File: src/rtl/port_rd_arbiter.sv
// Round-robin owner of the shared SRAM read port: grants one port, bursts its packet words, pulses rd_done.
// Grant one cycle after request in IDLE; strobes stall while sram_ready is low; DONE and IDLE separate bursts.
module port_rd_arbiter #(
  parameter int PORT_NUM = 4,
  parameter int ADDR_W   = 11,
  parameter int LEN_W    = 7
) (
  input  logic                         clk,
  input  logic                         rst,
  input  logic [PORT_NUM-1:0]          rd_req,
  input  logic [PORT_NUM*ADDR_W-1:0]   rd_head_addr,
  input  logic [PORT_NUM*LEN_W-1:0]    rd_len,
  input  logic                         sram_ready,
  output logic                         sram_rd_en,
  output logic [ADDR_W-1:0]            sram_rd_addr,
  output logic [PORT_NUM-1:0]          rd_grant,
  output logic [PORT_NUM-1:0]          rd_done,
  output logic                         busy
);

  localparam int PW = (PORT_NUM > 1) ? $clog2(PORT_NUM) : 1;

  typedef enum logic [1:0] {IDLE, BURST, DONE} state_t;

  state_t              state, state_nxt;
  logic [PW-1:0]       last_grant, grant_idx, win_idx;
  logic                win_vld;
  logic [ADDR_W-1:0]   addr_q, win_addr;
  logic [LEN_W-1:0]    len_q, cnt, win_len;
  logic [PORT_NUM-1:0] grant_oh;
  logic                last_word;

  // Search starts just after the previous owner, so the previous owner has lowest priority.
  always_comb begin
    win_vld = 1'b0;
    win_idx = '0;
    for (int k = 1; k <= PORT_NUM; k++) begin
      if (!win_vld && rd_req[PW'((int'(last_grant) + k) % PORT_NUM)]) begin
        win_vld = 1'b1;
        win_idx = PW'((int'(last_grant) + k) % PORT_NUM);
      end
    end
  end

  always_comb begin
    win_addr = '0;
    win_len  = '0;
    for (int i = 0; i < PORT_NUM; i++) begin
      if (win_idx == PW'(i)) begin
        win_addr = rd_head_addr[i*ADDR_W +: ADDR_W];
        win_len  = rd_len[i*LEN_W +: LEN_W];
      end
    end
    if (win_len == '0) win_len = LEN_W'(1);
  end

  always_comb begin
    for (int i = 0; i < PORT_NUM; i++) grant_oh[i] = (grant_idx == PW'(i));
  end

  assign last_word    = (cnt == len_q - LEN_W'(1));
  assign sram_rd_addr = addr_q;

  always_ff @(posedge clk or posedge rst) begin
    if (rst) state <= IDLE;
    else     state <= state_nxt;
  end

  always_comb begin
    state_nxt  = state;
    sram_rd_en = 1'b0;
    rd_grant   = '0;
    rd_done    = '0;
    busy       = 1'b0;
    case (state)
      IDLE: begin
        if (win_vld) state_nxt = BURST;
      end
      BURST: begin
        rd_grant   = grant_oh;
        busy       = 1'b1;
        sram_rd_en = sram_ready;
        if (sram_ready && last_word) state_nxt = DONE;
      end
      DONE: begin
        rd_grant  = grant_oh;
        rd_done   = grant_oh;
        busy      = 1'b1;
        state_nxt = IDLE;
      end
      default: state_nxt = IDLE;
    endcase
  end

  // Request inputs are sampled only at the IDLE->BURST edge; the burst runs from the latched copy.
  always_ff @(posedge clk or posedge rst) begin
    if (rst) begin
      addr_q     <= '0;
      len_q      <= '0;
      cnt        <= '0;
      grant_idx  <= '0;
      last_grant <= PW'(PORT_NUM - 1);
    end else begin
      case (state)
        IDLE: begin
          if (win_vld) begin
            grant_idx <= win_idx;
            addr_q    <= win_addr;
            len_q     <= win_len;
            cnt       <= '0;
          end
        end
        BURST: begin
          if (sram_rd_en) begin
            addr_q <= addr_q + ADDR_W'(1);
            cnt    <= cnt + LEN_W'(1);
          end
        end
        DONE:    last_grant <= grant_idx;
        default: ;
      endcase
    end
  end

endmodule

File: config.mk
export PLATFORM = sky130hd
export DESIGN_NAME = port_rd_arbiter
export DESIGN_NICKNAME = d
export VERILOG_FILES = /design/src/rtl/port_rd_arbiter.sv
export SDC_FILE = /design/constraint.sdc
export NUM_CORES = 1
export LEC_CHECK = 0
export CORE_MARGIN = 2
export CORE_UTILIZATION = 49
export CTS_BUF_LIST = sky130_fd_sc_hd__clkbuf_4 sky130_fd_sc_hd__clkbuf_8
export DETAILED_ROUTE_END_ITERATION = 10
export GPL_TIMING_DRIVEN = 0
export PLACE_DENSITY = 0.89
export SKIP_CTS_REPAIR_TIMING = 1
export SLEW_MARGIN = 20
export SYNTH_ARGS = -nofsm -noshare
export SYNTH_HDL_FRONTEND = slang
export SYNTH_SLANG_ARGS = --single-unit
export TNS_END_PERCENT = 20
File: constraint.sdc
create_clock -name clk -period 3.05 [get_ports clk]
set_input_delay 0.7625 -clock clk [delete_from_list [all_inputs] [get_ports clk]]
set_output_delay 0.7625 -clock clk [all_outputs]
set_load 0.02 [all_outputs]
==> reports/metrics.cfg <==
[critical_path]
crit_type=input pin to flop
crit_required_ns=3.21
crit_arrival_ns=3.02
rr_worst_depth=8
worstPathMaxFanout=10
cp-end-kind=flop
startpoint_type=input pin

[clocking]
cts_inserted_buffers=5
clk-insertion-delay-late_ns=0.29
cts.sinks=31
clk_pin_slew_ns=0.07
htreeDepth=2
root_buffer=clkbuf_8
tritoncts=built
cts_max_path_buffers=2

[power_and_ir_drop]
p_per_area_mw_per_mm2=908
p_total_mw=3.36
ir_worst_vdd_v=0.000591
p_leak_nw=1.57

[global_routing]
use_met2_pct=50.0
grt.busiest_layer=met2
first_global_vias=2566
gr-usage-all-layers_pct=27.0
grt_pass1_wl_um=11600
grt_overflow=0
grtUsageMet1_pct=30.1
antenna_found_initial=0
grt_start_max_net_pins=32
use_met3_pct=6.61

[synth]
ys_seq_elements=31
syn_nets=355
ys_types=47
synth_top_area_cell=dfrtp_1
seq_area_frac_synth_pct=31.1
synthArstFlopShare_pct=100
synth_area_per_cell_um2=9.26
synth_cells=270
synth_ff_type=dfrtp_1
synth_area_mm2=0.00250
synth_edf_count=0
synth_top_area_share_pct=29.0
yosys_warnings=0
synthTopCellsByArea=dfrtp_1 (29%), mux2i_1 (15%), mux2_2 (5.9%), ha_1 (3.0%), nand2_1 (3.0%)

[timing]
tightest_slew_ns=0.661
setup_viol_count_final=0
finalClockSkew_ns=0.00394
period_minus_slack_ns=2.85
post-route-period-util_pct=93.5
fin_tns_setup_ns=0
finalWorstSetupSlack_ns=0.197
slew_headroom_pct=55.8
rsz0062_at_grt=no
fmax_mhz=350
hold_viol=0
report.final.slew_viol_count=0

[die]
io_pins=100
die_w_um=75.4
die_h_um=75.4
die_area_mm2=0.00569
rows=26
initial_core_util_pct=49.9
coreArea_mm2=0.00501

[route]
drc=0
drtIter0Drc=186
wl_per_cell_um=16.1
ant_nets=0
drt_pass1_iterations=4
wirelength_um=7190
vias_per_cell=5.65
vias=2526

[placement]
gp_congestion=0.881
dp_hpwl_um=5460
port_buffers=99
dp_slack_ns=-0.0611

[cells_and_area]
num_antenna_cells=0
nFillCells=392
num-nets-final=461
areaGrowthSynthToFinish_pct=48.1
layout_common_cells=clkdlybuf4s50_1 (99), mux2i_1 (37), dfrtp_1 (29)
layout_commonest_cell=clkdlybuf4s50_1
drive_above_1_share_pct=10.9

[run]
maxCapViolations=0

[hold_path]
hold_depth=1
hold_class=flop to flop

[run_status]
outcome=complete, no violations

[worst max-delay path, cell delays in order]
cell	delay (ns)
clkdlybuf4s50_1	0.58
nand3b_2	0.13
a31oi_4	0.35
buf_6	0.22
buf_6	0.20
mux2i_1	0.22
mux2i_1	0.10
a222oi_1	0.34
inv_1	0.10
[synth_stat cells, types with 4 or more instances]
library cell and n:
a221o_1 6, nand3_1 7, xnor2_1 4, inv_1 10
a211oi_1 6, o21ai_0 12, or3_1 4, nand4_1 4
a31oi_1 4, mux2_2 13, nand2_1 20, nor2_1 18
nor3_1 7, buf_2 5, mux2i_1 37, nor2b_1 9
ha_1 6, buf_6 5, dfrtp_1 29, and3b_1 5
xor2_1 6, a21oi_1 13, nand2b_1 4
[through the flow]
| step | utilization, % | area [um2] | hold WS [ns] | std cells |
|---|---|---|---|---|
| floorplan | - | 2500 | 0.486 | 270 |
| global placement | 71.5 | 3580 | 0.512 | 439 |
| detailed placement | 71.5 | 3580 | 0.529 | 439 |
| CTS | 73.8 | 3700 | 0.544 | 447 |
| global route | 73.9 | 3700 | 0.565 | 447 |
| finish | 73.9 | 3700 | 0.540 | 447 |
[logic make-up after synthesis]
kind of cell	share of synthesized area, %
AND/OR/NAND/NOR	18.5
AO/OA/AOI/OAI	17.1
XOR/XNOR	3.50
flip-flops	31.1
buffers and inverters	6.15
adder cells (fa/ha/maj)	3.00
multiplexers	20.7
[flip-flops by register name, summed over array words and instances, names as in the netlist]
name,count
cnt,7
grant_idx,2
state,2
sram_rd_addr,11
last_grant,2
len_q,7
[power by group]
part | internal (mW) | switching [mW]
clock | 0.264 | 0.165
combinational | 1.01 | 1.08
sequential | 0.609 | 0.241
[path summary, 6_finish.rpt]
check	from	endpoint	slack, ns
max in group asynchronous	rst	sram_rd_addr[6]$_DFFE_PP0P_	1.74
min	state[1]$_DFFE_PP0P_	state[1]$_DFFE_PP0P_	0.54
max reg2reg	last_grant[1]$_DFFE_PP1P_	sram_rd_addr[7]$_DFFE_PP0P_	0.66
min in group asynchronous	rst	sram_rd_addr[0]$_DFFE_PP0P_	0.88
max	rd_req[3]	sram_rd_addr[7]$_DFFE_PP0P_	0.20
min reg2reg	state[1]$_DFFE_PP0P_	state[1]$_DFFE_PP0P_	0.54
[per-layer routing]
metal / part of all wire [%] / vias to the layer above
li1: - / 1210
met1: 39 / 1190
met2: 51 / 108
met3: 7.4 / 18
met4: 2.9 / 0
met5: 0 / -
[final cells by class]
| class | instances | area (um2) | share of cell area [%] |
|---|---|---|---|
| Clock inverter | 2 | 35.0 | 0.946 |
| Multi-Input combinational cell | 214 | 1580 | 42.5 |
| Buffer | 14 | 113 | 3.04 |
| Clock buffer | 6 | 82.6 | 2.23 |
| Timing Repair Buffer | 99 | 991 | 26.8 |
| Inverter | 11 | 41.3 | 1.11 |
| Tap cell | 70 | 87.6 | 2.36 |
| Sequential cell | 31 | 778 | 21.0 |
Power figures use the tool's default switching activity.
